File: src/rtl/booth_pkg.sv
// Shared types and sizing helpers for the sequential Booth multiplier.
// BOOTH_RADIX4_EN selects radix-4 recoding (two bits retired per cycle).
package booth_pkg;

    typedef enum logic [1:0] {
        S_IDLE,
        S_RUN,
        S_DONE
    } booth_state_e;

    typedef enum logic [2:0] {
        OP_NOP,
        OP_ADD,
        OP_SUB,
        OP_ADD2,
        OP_SUB2
    } booth_op_e;

    // Two guard bits make the most negative signed and the largest unsigned
    // operand both representable as a two's complement value.
    localparam int GUARD_BITS = 2;

`ifdef BOOTH_RADIX4_EN
    localparam int DIGIT_W   = 3;
    localparam int STEP_BITS = 2;
`else
    localparam int DIGIT_W   = 2;
    localparam int STEP_BITS = 1;
`endif

    function automatic int ext_width(input int w);
        return w + GUARD_BITS;
    endfunction

    function automatic int iter_count(input int w);
        return ext_width(w) / STEP_BITS;
    endfunction

    localparam int XW = ext_width(32);

endpackage

File: src/rtl/booth_recode.sv
// Booth digit recoder: maps the examined multiplier bits to an accumulator op.
// BOOTH_RADIX4_EN selects the radix-4 table, otherwise radix-2.
module booth_recode
    import booth_pkg::*;
(
    input  logic [DIGIT_W-1:0] digit,
    output booth_op_e          op
);

    always_comb begin
        op = OP_NOP;
`ifdef BOOTH_RADIX4_EN
        case (digit)
            3'b001, 3'b010: op = OP_ADD;
            3'b011:         op = OP_ADD2;
            3'b100:         op = OP_SUB2;
            3'b101, 3'b110: op = OP_SUB;
            default:        op = OP_NOP;
        endcase
`else
        case (digit)
            2'b01:   op = OP_ADD;
            2'b10:   op = OP_SUB;
            default: op = OP_NOP;
        endcase
`endif
    end

endmodule

File: src/rtl/booth_seq_mul.sv
// Multi-cycle Booth multiplier with start/done handshake and HI/LO product outputs.
// BOOTH_RADIX4_EN switches to radix-4 steps; results are identical, latency halves.
module booth_seq_mul
    import booth_pkg::*;
#(
    parameter int WIDTH = 32
) (
    input  logic             clk,
    input  logic             reset,
    input  logic             start,
    input  logic             is_signed,
    input  logic [WIDTH-1:0] multiplicand,
    input  logic [WIDTH-1:0] multiplier,
    output logic             busy,
    output logic             done,
    output logic [WIDTH-1:0] z_low,
    output logic [WIDTH-1:0] z_high
);

    localparam int EXT_W = ext_width(WIDTH);
    localparam int ITER  = iter_count(WIDTH);
    localparam int SUM_W = EXT_W + STEP_BITS;
    localparam int CNT_W = $clog2(ITER + 1);

    booth_state_e            state_q, state_d;
    logic signed [EXT_W-1:0] a_q, a_d;
    logic        [EXT_W-1:0] q_q, q_d;
    logic                    q1_q, q1_d;
    logic signed [EXT_W-1:0] m_q, m_d;
    logic        [CNT_W-1:0] cnt_q, cnt_d;
    logic                    busy_q, busy_d;
    logic                    done_q, done_d;
    logic        [WIDTH-1:0] z_low_q, z_low_d;
    logic        [WIDTH-1:0] z_high_q, z_high_d;

    booth_op_e               op;
    logic signed [SUM_W-1:0] a_ext, m_ext, addend, sum;

    booth_recode u_recode (
        .digit ({q_q[DIGIT_W-2:0], q1_q}),
        .op    (op)
    );

    // Sum is wide enough that A +/- 2M cannot overflow before the shift.
    always_comb begin
        a_ext = {{STEP_BITS{a_q[EXT_W-1]}}, a_q};
        m_ext = {{STEP_BITS{m_q[EXT_W-1]}}, m_q};
        case (op)
            OP_ADD:  addend = m_ext;
            OP_SUB:  addend = -m_ext;
            OP_ADD2: addend = m_ext <<< 1;
            OP_SUB2: addend = -(m_ext <<< 1);
            default: addend = '0;
        endcase
        sum = a_ext + addend;
    end

    always_comb begin
        state_d  = state_q;
        a_d      = a_q;
        q_d      = q_q;
        q1_d     = q1_q;
        m_d      = m_q;
        cnt_d    = cnt_q;
        done_d   = 1'b0;
        z_low_d  = z_low_q;
        z_high_d = z_high_q;

        case (state_q)
            S_RUN: begin
                a_d   = sum[SUM_W-1:STEP_BITS];
                q_d   = {sum[STEP_BITS-1:0], q_q[EXT_W-1:STEP_BITS]};
                q1_d  = q_q[STEP_BITS-1];
                cnt_d = cnt_q - CNT_W'(1);
                if (cnt_q == CNT_W'(1)) begin
                    state_d = S_DONE;
                end
            end
            S_DONE: begin
                // {A,Q} holds the exact product; keep its low 2*WIDTH bits.
                z_low_d  = q_q[WIDTH-1:0];
                z_high_d = {a_q[WIDTH-3:0], q_q[EXT_W-1:WIDTH]};
                done_d   = 1'b1;
                state_d  = S_IDLE;
            end
            default: state_d = S_IDLE;
        endcase

        if (start && (state_q != S_RUN)) begin
            m_d     = {{GUARD_BITS{is_signed & multiplicand[WIDTH-1]}}, multiplicand};
            q_d     = {{GUARD_BITS{is_signed & multiplier[WIDTH-1]}}, multiplier};
            a_d     = '0;
            q1_d    = 1'b0;
            cnt_d   = CNT_W'(ITER);
            state_d = S_RUN;
        end

        busy_d = (state_d == S_RUN);
    end

    always_ff @(posedge clk) begin
        if (reset) begin
            state_q  <= S_IDLE;
            a_q      <= '0;
            q_q      <= '0;
            q1_q     <= 1'b0;
            m_q      <= '0;
            cnt_q    <= '0;
            busy_q   <= 1'b0;
            done_q   <= 1'b0;
            z_low_q  <= '0;
            z_high_q <= '0;
        end else begin
            state_q  <= state_d;
            a_q      <= a_d;
            q_q      <= q_d;
            q1_q     <= q1_d;
            m_q      <= m_d;
            cnt_q    <= cnt_d;
            busy_q   <= busy_d;
            done_q   <= done_d;
            z_low_q  <= z_low_d;
            z_high_q <= z_high_d;
        end
    end

    assign busy   = busy_q;
    assign done   = done_q;
    assign z_low  = z_low_q;
    assign z_high = z_high_q;

endmodule

File: config.mk
export PLATFORM = sky130hd
export DESIGN_NAME = booth_seq_mul
export DESIGN_NICKNAME = d
export VERILOG_FILES = /design/src/rtl/booth_pkg.sv /design/src/rtl/booth_recode.sv /design/src/rtl/booth_seq_mul.sv
export SDC_FILE = /design/constraint.sdc
export NUM_CORES = 1
export LEC_CHECK = 0
export ABC_AREA = 0
export CAP_MARGIN = 5
export CORE_MARGIN = 2
export CORE_UTILIZATION = 45
export DETAILED_ROUTE_END_ITERATION = 7
export MAX_ROUTING_LAYER = met4
export PLACE_DENSITY = 0.66
export SLEW_MARGIN = 10
export SYNTH_ARGS = -nofsm -noshare
export SYNTH_HDL_FRONTEND = slang
export SYNTH_SLANG_ARGS = --single-unit
File: constraint.sdc
create_clock -name clk -period 9.1 [get_ports clk]
set_input_delay 1.365 -clock clk [delete_from_list [all_inputs] [get_ports clk]]
set_output_delay 1.365 -clock clk [all_outputs]
set_load 0.05 [all_outputs]
==> run_results.csv, run 1 <==
group,metric,value,unit
run_status,status,"completed",
clock_network,cts_resized,0,
worst_setup_path,ff2ff_setup_slack,4.64,ns
worst_setup_path,crit_type,"reg2reg",
floorplanning,io_pins,134,
route,via_count,9516,
global_routing,overflow,0,
sta,fmax,224,MHz
power,comb_power_share,13.9,%
floorplanning,die_area,0.0233,mm2
worst_setup_path,cpMostUsedCell,"ha_1",
power,leakagePower,4.47,nW
clock_network,cts_setup_buffers,0,
power,p_clk_share,41.2,%
clock_network,clock_path_buffers,2,
clock_network,numCtsBuffers,17,
sta,finalHoldViolations,0,
finish,fillers,2118,
worst_setup_path,worst-path-stages,12,
power,power_switching,569,uW
yosys,synth_edf_count,0,
yosys,ys.flop_type,"dfxtp_1",
job,cap_violations,0,
global_routing,grt_pass1_wl,46200,um
route,final_antenna_net_count,0,
sta,setup_tns,0,ns
route,top_layer,"met4",
sta,rsz0062_at_grt,"false",
sta,tightest_slew,1.06,ns
global_routing,grt_max_degree,94,
worst_hold_path,worstHoldStart,"z_high[27]$_SDFFE_PP0P_",
yosys,async_reset_ff_share,0,%
finish,diodes,0,
finish,layout_commonest_cell,"nand2_1",
yosys,synth_top_family_by_area,"compound AO/OA/AOI/OAI gates",
worst_setup_path,worst_path_largest_cell_delay,0.71,ns
power,finalPower,1.85,mW
yosys,yosys.cell_types.count,80,
worst_setup_path,worst_r2r_path_depth,12,
global_routing,grt_use_total,24.6,%
worst_setup_path,worstPathMaxFanout,19,
clock_network,hold_buffers,0,
sta,post-route-min-period,4.46,ns
placed_design,gp_congestion,0.932,
worst_hold_path,hold_class,"reg2reg",
floorplanning,chipHeight,153,um
worst_setup_path,r2r_end,"a_q[28]$_SDFFE_PP0P_",
worst_setup_path,cp-endpoint,"a_q[28]$_SDFFE_PP0P_",
yosys,syn_area_per_cell,7.58,um2
sta,period_share,49.1,%
clock_network,insertion_delay,0.44,ns
worst_setup_path,crit_buf_inv,0,
worst_setup_path,worstPathRequired,9.45,ns
route,wl_met3,1160,um
finish,final_cell_mix,"292 x nand2_1, 181 x a21oi_1, 176 x dfxtp_1",
clock_network,clkTransAtPathRegs,0.08,ns
worst_setup_path,cp_data_arrival_time,4.81,ns
sta,slew-limit-headroom,29.5,%
finish,nets,1492,
sta,slew_viol_final,0,
yosys,muxShareOfSynthArea,3.94,%
floorplanning,chipWidth,153,um
clock_network,cts.sinks,176,
placed_design,dp_hpwl,19600,um
yosys,ys_warn_count,0,
yosys,netlist_instances,1313,
worst_setup_path,cpMaxStageDelayCell,"and2_1",
route,drt_pre_antenna_iters,6,
route,drt_iter0_drc,633,
yosys,synth_fa_ha_area_share,5.23,%
route,drc,0,
worst_setup_path,r2r-start,"q_q[0]$_SDFFE_PP0P_",
finish,finish.utilization,54.9,%
finish,drive_above_1_share,5.44,%
power,power_density,155,mW/mm2
worst_setup_path,cp-end-kind,"register",
yosys,synth_compound_area_share,24.6,%
floorplanning,start_util,45.7,%
worst_setup_path,crit_path_start_kind,"register",
power,irDropWorstVdd,0.000105,V
route,wl_met1,13000,um
yosys,synth_nets,1422,
global_routing,antenna_found_initial,0,
global_routing,grt_pass1_vias,8950,
worst_setup_path,path_delay_family,"compound AO/OA/AOI/OAI gates",
worst_setup_path,crit_chain,"ha_1 > and2_1 > o21ai_0 > a31oi_1 > ha_1 > a21oi_1 > nand3b_1 > or4_4 > a21oi_4 > a211oi_1 > o21a_1 > o31ai_2",
power,seqPwrFrac,45.0,%
route,wl_per_cell,16.8,um
finish,syn_to_final_growth,20.1,%
route,wl,28200,um
floorplanning,rows,54,
placed_design,numPortBuffers,133,
yosys,synth_seq_area_share,35.4,%
route,dr_wl_met2,13500,um
floorplanning,core-area,0.0218,mm2
sta,finalSetupViolations,0,
clock_network,root_buffer,"clkbuf_16",
yosys,yosys.area_share.simple,23.3,%
worst_setup_path,cp-startpoint,"q_q[0]$_SDFFE_PP0P_",
route,post_drt_via_cell_ratio,5.68,
clock_network,htree_levels,4,
power,p_sw_share,30.7,%
clock_network,cts_tree,"built",
yosys,synth_area,0.00995,mm2
sta,finalClockSkew,0.0153,ns
yosys,synth_xor_area_share,2.64,%
power,intPower,1.28,mW
yosys,ys_ff_latch,176,
-- per-layer routing --
layer  vias up  track usage, %
li1       4755               -
met1      4494            31.8
met2       225            40.4
met3        42            3.27
met4         0            7.14
met5         -               -
-- cells by family (layout without fill, tap and decap cells) --
group / after synthesis / count (layout)
buf+inv: 116 / 199
xor+xnor: 30 / 30
fa+ha+maj: 41 / 41
mux: 39 / 39
compound gates: 395 / 395
flops: 176 / 176
simple gates: 516 / 516
-- sequential cells by signal, summed over array words and instances, names as in the netlist --
| register | cells |
|---|---|
| a_q | 34 |
| busy | 1 |
| cnt_q | 6 |
| done | 1 |
| m_q | 33 |
| q1_q | 1 |
| q_q | 34 |
| state_q | 2 |
| z_high | 32 |
| z_low | 32 |
-- worst register-to-register path: cells and delay by family, from the launching register on --
kind,cells,cell delay (ns)
and+or+nand+nor,3,1.29
adders and majority gates,2,0.97
AOI/OAI and AO/OA,7,1.70
DFF,1,0.44
-- cell type report --
type | count | area [um2] | share of cell area [%]
Clock inverter | 15 | 203 | 1.70
Multi-Input combinational cell | 1021 | 5950 | 49.8
Sequential cell | 176 | 3520 | 29.5
Timing Repair Buffer | 144 | 1410 | 11.8
Tap cell | 280 | 350 | 2.93
Clock buffer | 17 | 425 | 3.56
Inverter | 23 | 86.3 | 0.723
-- through the flow --
step	setup slack, ns	area [um2]	hold WS, ns	std cells
6_report	4.64	11900	0.453	1676
5_1_grt	4.32	11900	0.475	1676
4_1_cts	4.64	11900	0.457	1676
3_5_place_dp	4.67	11300	0.446	1644
3_3_place_gp	4.76	11300	0.442	1644
2_1_floorplan	5.39	9950	0.432	1313
-- power by group through the flow --
stage | combinational [mW] | clock, mW | sequential (mW)
2_1_floorplan | 0.183 | 0 | 0.840
3_3_place_gp | 0.252 | 0 | 0.849
3_5_place_dp | 0.255 | 0 | 0.849
4_1_cts | 0.256 | 0.779 | 0.831
5_1_grt | 0.284 | 0.804 | 0.837
6_report | 0.256 | 0.762 | 0.832
-- worst min-delay path by stage --
stage	endpoint	slack, ns	depth (start not counted)
finish	z_high[27]$_SDFFE_PP0P_	0.45	2
global route	z_low[4]$_SDFFE_PP0P_	0.48	2
CTS	z_high[25]$_SDFFE_PP0P_	0.46	2
detailed placement	z_high[27]$_SDFFE_PP0P_	0.45	2
global placement	z_high[27]$_SDFFE_PP0P_	0.44	2
floorplan	a_q[30]$_SDFFE_PP0P_	0.43	2
-- cell usage after synthesis (3+ instances only) --
cell type | instances | area, um2
o21ai_0 | 55 | 275
and3_1 | 9 | 56.3
a31oi_1 | 8 | 50.1
nor2b_1 | 5 | 31.3
ha_1 | 40 | 500
o21bai_1 | 7 | 52.6
a21oi_1 | 181 | 906
buf_6 | 4 | 45.0
nor3_1 | 33 | 165
nand4_1 | 7 | 43.8
a21o_1 | 26 | 195
mux2i_1 | 38 | 380
nor4_1 | 5 | 31.3
dfxtp_1 | 176 | 3520
or3_1 | 6 | 37.5
o31ai_1 | 7 | 52.6
o21ai_1 | 3 | 15.0
xor2_1 | 11 | 96.3
o22ai_1 | 4 | 25.0
nor2_1 | 97 | 364
a32oi_1 | 4 | 35.0
o211ai_1 | 4 | 30.0
a211oi_1 | 43 | 323
buf_1 | 17 | 63.8
a21boi_0 | 3 | 22.5
a22oi_1 | 9 | 67.6
clkbuf_1 | 54 | 203
o21a_1 | 9 | 67.6
nand2b_1 | 9 | 56.3
nand3b_1 | 5 | 37.5
nand2_1 | 292 | 1100
and2_1 | 8 | 50.1
inv_1 | 23 | 86.3
nand3_1 | 18 | 90.1
buf_2 | 17 | 85.1
xnor2_1 | 19 | 166
(Power assumes the default switching activity.)
==> run 2, diff against run 1 <==
- clock period: 9.1 -> 4.25 ns (I/O delays scaled with it)
==> run 2 against run 1 <==
  * Maximum frequency increased by 13%
  * Worst hold slack improved by 0.0015 ns
  * Critical endpoint is now a_q[27]$_SDFFE_PP0P_
  * Die area unchanged
  * Highest routed layer unchanged
  * Non-clock buffer count increased by 16
  * Sequential power increased by 110%
  * Largest cell class unchanged
  * First-iteration DRC count decreased by 13%
==> run_results.csv, run 2 (synthesis gave the netlist of run 1 again) <==
group,metric,value,unit
clock_network,clkTransAtPathRegs,0.08,ns
finish,drive_above_1_share,7.37,%
worst_setup_path,worstPathMaxFanout,6,
job,cap_violations,0,
floorplanning,rows,54,
floorplanning,core-area,0.0218,mm2
worst_setup_path,cp_data_arrival_time,4.30,ns
route,post_drt_via_cell_ratio,5.62,
global_routing,grt_pass1_vias,9128,
sta,hold_ws,0.455,ns
power,power_density,331,mW/mm2
sta,tightest_slew,0.908,ns
clock_network,cts_tree,"built",
worst_setup_path,cp-end-kind,"register",
clock_network,hold_buffers,0,
finish,final_cell_mix,"292 x nand2_1, 181 x a21oi_1, 175 x dfxtp_1",
clock_network,htree_levels,4,
finish,layout_commonest_cell,"nand2_1",
clock_network,cts_setup_buffers,0,
power,irDropWorstVdd,0.000233,V
sta,slew_viol_final,0,
clock_network,root_buffer,"clkbuf_16",
floorplanning,chipWidth,153,um
sta,finalClockSkew,0.0145,ns
floorplanning,chipHeight,153,um
floorplanning,start_util,45.7,%
power,finalPower,4.02,mW
placed_design,numPortBuffers,133,
finish,final_area,0.0122,mm2
sta,finalHoldViolations,0,
worst_setup_path,worstPathRequired,4.59,ns
global_routing,grt_pass1_wl,46800,um
route,drc,0,
clock_network,insertion_delay,0.45,ns
sta,slew-limit-headroom,39.5,%
route,via_count,9512,
sta,finalSetupViolations,0,
power,leakagePower,4.57,nW
worst_setup_path,crit_path_start_kind,"register",
worst_setup_path,crit_type,"reg2reg",
clock_network,cts.sinks,176,
floorplanning,die_area,0.0233,mm2
finish,syn_to_final_growth,22.2,%
clock_network,clock_path_buffers,2,
route,drt_pre_antenna_iters,6,
clock_network,numCtsBuffers,17,
global_routing,overflow,0,
finish,diodes,0,
worst_hold_path,hold_class,"reg2reg",
placed_design,dp_hpwl,20000,um
clock_network,cts_resized,0,
sta,fmax,253,MHz
sta,post-route-min-period,3.96,ns
placed_design,gp_congestion,0.933,
sta,period_share,93.1,%
finish,reg_top3,"a_q: 34 flops, q_q: 34 flops, m_q: 33 flops",
route,drt_iter0_drc,552,
route,final_antenna_net_count,0,
global_routing,antenna_found_initial,0,
floorplanning,io_pins,134,
global_routing,grt_use_total,24.7,%
route,wl_per_cell,16.4,um
run_status,status,"completed",
route,wl,27800,um
finish,nets,1508,
placed_design,dpl-instance-area,0.0114,mm2
global_routing,grt_max_degree,88,
-- run 2: cell types whose count changed in the layout (fill, tap and decap cells not counted), sizes merged --
cell      delta
buf         +16
bufinv       +1
clkinv       -1
clkinvlp     -1
inv          +1
-- run 2: worst paths after layout --
| kind | start | slack (ns) | cells past startpoint | to |
|---|---|---|---|---|
| min | z_high[5]$_SDFFE_PP0P_ | 0.45 | 2 | z_high[5]$_SDFFE_PP0P_ |
| max | m_q[1]$_SDFFE_PP0P_ | 0.29 | 16 | a_q[27]$_SDFFE_PP0P_ |
| min reg2reg | z_high[5]$_SDFFE_PP0P_ | 0.45 | 2 | z_high[5]$_SDFFE_PP0P_ |
| max reg2reg | m_q[1]$_SDFFE_PP0P_ | 0.29 | 16 | a_q[27]$_SDFFE_PP0P_ |
-- run 2: where the power goes --
group          switching (mW)  internal (mW)  total [mW]  leakage (nW)
combinational           0.331          0.236       0.567          2.83
sequential             0.0739           1.71        1.78          1.43
clock                   0.805          0.863        1.67         0.306
-- run 2: worst max-delay path, cell delays in order, from the launching register on --
cell and delay [ns]:
dfxtp_1 0.37, inv_1 0.13, ha_1 0.22, nor3b_4 0.29, nand4_1 0.27, nor2_2 0.22, nand3b_1 0.11, xor2_1 0.15
a22oi_1 0.19, nor2_1 0.09, ha_1 0.37, nand2_1 0.20, nor2_1 0.07, a211oi_1 0.44, o221ai_1 0.31, o21a_1 0.25
o31ai_1 0.18
-- run 2: cell type report --
class	count	area, um2
inverter	23	86.3
sequential	176	3520
clock buffer	17	425
multi-input combinational	1021	6030
fill	2086	9600
clock inverter	15	203
timing repair buffer	160	1540
tap	280	350
-- run 2: layer usage --
layer | wire [um] | GRT usage [%] | vias up
met3 | 1070 | 4.24 | 35
met5 | 0 | - | -
met1 | 13000 | 32.0 | 4479
met2 | 13300 | 40.5 | 210
met4 | 414 | 5.51 | 0
li1 | - | - | 4788
-- run 2: stage by stage --
| stage | setup TNS, ns | util [%] | cells | setup slack [ns] |
|---|---|---|---|---|
| after CTS | 0 | 55.5 | 1692 | 0.214 |
| final | 0 | 55.9 | 1692 | 0.292 |
| after global routing | -0.00972 | 55.9 | 1692 | -0.00689 |
| after global placement | 0 | 52.6 | 1660 | 0.299 |
| after detailed placement | 0 | 52.6 | 1660 | 0.270 |
| after floorplan | 0 | - | 1313 | 0.536 |
==> edit: new RTL, settings of run 2 <==
Take the reset off `a_q`, `q_q` and `m_q` and load them in a clocked block of their own.
--- a/src/rtl/booth_seq_mul.sv
+++ b/src/rtl/booth_seq_mul.sv
@@ -101,10 +101,7 @@
     always_ff @(posedge clk) begin
         if (reset) begin
             state_q  <= S_IDLE;
-            a_q      <= '0;
-            q_q      <= '0;
             q1_q     <= 1'b0;
-            m_q      <= '0;
             cnt_q    <= '0;
             busy_q   <= 1'b0;
             done_q   <= 1'b0;
@@ -112,16 +109,19 @@
             z_high_q <= '0;
         end else begin
             state_q  <= state_d;
-            a_q      <= a_d;
-            q_q      <= q_d;
             q1_q     <= q1_d;
-            m_q      <= m_d;
             cnt_q    <= cnt_d;
             busy_q   <= busy_d;
             done_q   <= done_d;
             z_low_q  <= z_low_d;
             z_high_q <= z_high_d;
         end
+    end
+
+    always_ff @(posedge clk) begin
+        a_q <= a_d;
+        q_q <= q_d;
+        m_q <= m_d;
     end
 
     assign busy   = busy_q;
Function: same outputs for any inputs over 10 cycles, from zero or initial values and one cycle with reset high; that may be too few to reach the edited logic, so the function may still have changed.
==> edit against run 2 <==
The flow now finishes with violations (negative setup slack); global-route usage fell by 2.5 points; worst hold slack worse by 0.0021 ns; setup slack worse by 0.57 ns; sequential share of layout area increased by 4.3 points; count of clock-buffer cells in the layout stayed put; via count shrank 13%; sequential cell count is the same; core utilization is 6.6 points higher; total power grew 12%; wire length is 15% lower; synthesized area shrank 7.4%; cell area is 3.6% higher; critical path type unchanged; critical endpoint is now a_q[32]$_SDFFE_PP0P_; highest routed layer unchanged.
==> edit: results (changes against run 2) <==
placed wire-length estimate=16,600 µm (was 20,000 µm); Overall Global Routing Usage=0.222 (was 0.247); Fillers=1,742 (was 2,086); number of DRC markers after the initial detailed-route iteration=515 (was 552); final setup fails=12 (was 0); arrival time worst endpoint=4.84 ns (was 4.30 ns); post-synthesis instance total=1,083 (was 1,313); biggest cell delay along the critical path=0.46 ns (was 0.44 ns); wire length of the first global-routing pass=37,800 µm (was 46,800 µm); clock network fraction of total power=0.340 (was 0.415); share of post-route cells with drive strength above 1=0.192 (was 0.0737); internal power consumption=3.13 mW (was 2.81 mW); first-pass iteration count of the detailed router=5 (was 6); Total Negative Setup Slacks=-1.67 ns (was 0 ns); clock root buffer=sky130_fd_sc_hd__clkbuf_16 (unchanged); endpoint of the most critical register-to-register path=a_q[32]$_SDFFE_PP0P_ (was a_q[27]$_SDFFE_PP0P_); power in the clock group=1.53 mW (was 1.67 mW); via/cell ratio=5.29 (was 5.62); most frequent cells after synthesis=284 x sky130_fd_sc_hd__nand2_1, 109 x sky130_fd_sc_hd__dfxtp_1, 105 x sky130_fd_sc_hd__a21oi_1 (was 292 x sky130_fd_sc_hd__nand2_1, 181 x sky130_fd_sc_hd__a21oi_1, 176 x sky130_fd_sc_hd__dfxtp_1); biggest fanout along the worst timing path=5 (was 6); Net Count, Synth=1,192 (was 1,422); maximum number of pins on one net before global-route repair=57 (was 88); terminating pin of the worst hold path=z_high[19]$_SDFFE_PP0P_ (was z_high[5]$_SDFFE_PP0P_); worst setup slack before clock tree synthesis=-0.367 ns (was 0.270 ns); headroom to the max-slew limit=0.264 (was 0.395); leading cell types by total area after synthesis=sky130_fd_sc_hd__dfxtp_1 24%, sky130_fd_sc_hd__edfxtp_1 22%, sky130_fd_sc_hd__nand2_1 12% (was sky130_fd_sc_hd__dfxtp_1 35%, sky130_fd_sc_hd__nand2_1 11%, sky130_fd_sc_hd__a21oi_1 9.1%); number of global-route vias before repair=7,564 (was 9,128); power in combinational cells=0.965 mW (was 0.567 mW); worst hold slack across all endpoints=0.452 ns (was 0.455 ns); Final Wtd Congestion=0.905 (was 0.933); Register-to-Register Path Depth=18 (was 16); total leakage power=4.85 nW (was 4.57 nW); violated checks=negative setup slack; result of the run=finished, violations left (was finished clean); startpoint of the worst register-to-register path=m_q[1]$_DFFE_PP_ (was m_q[1]$_SDFFE_PP0P_); Final Worst Setup Slack=-0.280 ns (was 0.292 ns); clock tree skew after final layout=0.0120 ns (was 0.0145 ns); count of flip-flops with a built-in enable after synthesis=67 (was 0); Num CTS Buffers=17 (unchanged); library cell contributing the largest single delay on the critical path=sky130_fd_sc_hd__or4b_4 (was sky130_fd_sc_hd__a211oi_1); critical path start-end classification=register to register (unchanged); Hold Crit Start=z_high[19]$_SDFFE_PP0P_ (was z_high[5]$_SDFFE_PP0P_); cell family contributing the most delay on the critical path=simple AND/OR/NAND/NOR gates (was compound AO/OA/AOI/OAI gates); Cell Count Post-Placement=1,522 (was 1,660); number of non-filler instances in the completed layout=1,568 (was 1,692); number of distinct library cells after synthesis=56 (was 80); Layout Nets=1,395 (was 1,508)
-- edit: cell count changes in the layout (fill, tap and decap cells not counted), moves of 17 or more --
| cell | before | now |
|---|---|---|
| sky130_fd_sc_hd__a211oi_1 | 42 | 6 |
| sky130_fd_sc_hd__nor3_1 | 31 | 12 |
| sky130_fd_sc_hd__mux2i_1 | 38 | 0 |
| sky130_fd_sc_hd__a21oi_1 | 181 | 85 |
| sky130_fd_sc_hd__a21oi_2 | 1 | 18 |
| sky130_fd_sc_hd__edfxtp_1 | 0 | 67 |
| sky130_fd_sc_hd__dfxtp_1 | 175 | 109 |
| sky130_fd_sc_hd__nor2_1 | 95 | 48 |
| sky130_fd_sc_hd__nand3b_1 | 5 | 24 |
| sky130_fd_sc_hd__buf_4 | 27 | 110 |
-- edit: kinds of logic (layout without fill, tap and decap cells) --
kind of cell,count (synthesis),count (layout),share of synthesized area
simple gates,444,444,0.212
compound gates,284,284,0.189
flops,176,176,0.455
buf+inv,85,300,0.0364
xor+xnor,53,53,0.0504
fa+ha+maj,41,41,0.0565
-- edit: cell type report --
class	instances	share of cell area
Timing Repair Buffer	249	0.176
Tap cell	270	0.0268
Sequential cell	176	0.333
Multi-Input combinational cell	822	0.413
Clock buffer	17	0.0338
Clock inverter	14	0.0111
Inverter	20	0.00596
-- edit: layer usage --
metal | GRT usage | routed length (µm) | vias up
li1 | - | - | 4188
met1 | 0.319 | 11900 | 3867
met2 | 0.324 | 10400 | 211
met3 | 0.0311 | 922 | 33
met4 | 0.0736 | 450 | 0
met5 | - | 0 | -
-- edit: repair_timing --
item,4_1_cts,5_1_grt
setup buffers,5,12
hold endpoints to repair,0,0
hold buffers,0,0
endpoints found under the setup margin,15,19
cloned,0,0
gates resized for setup,50,75
pin swaps,34,38
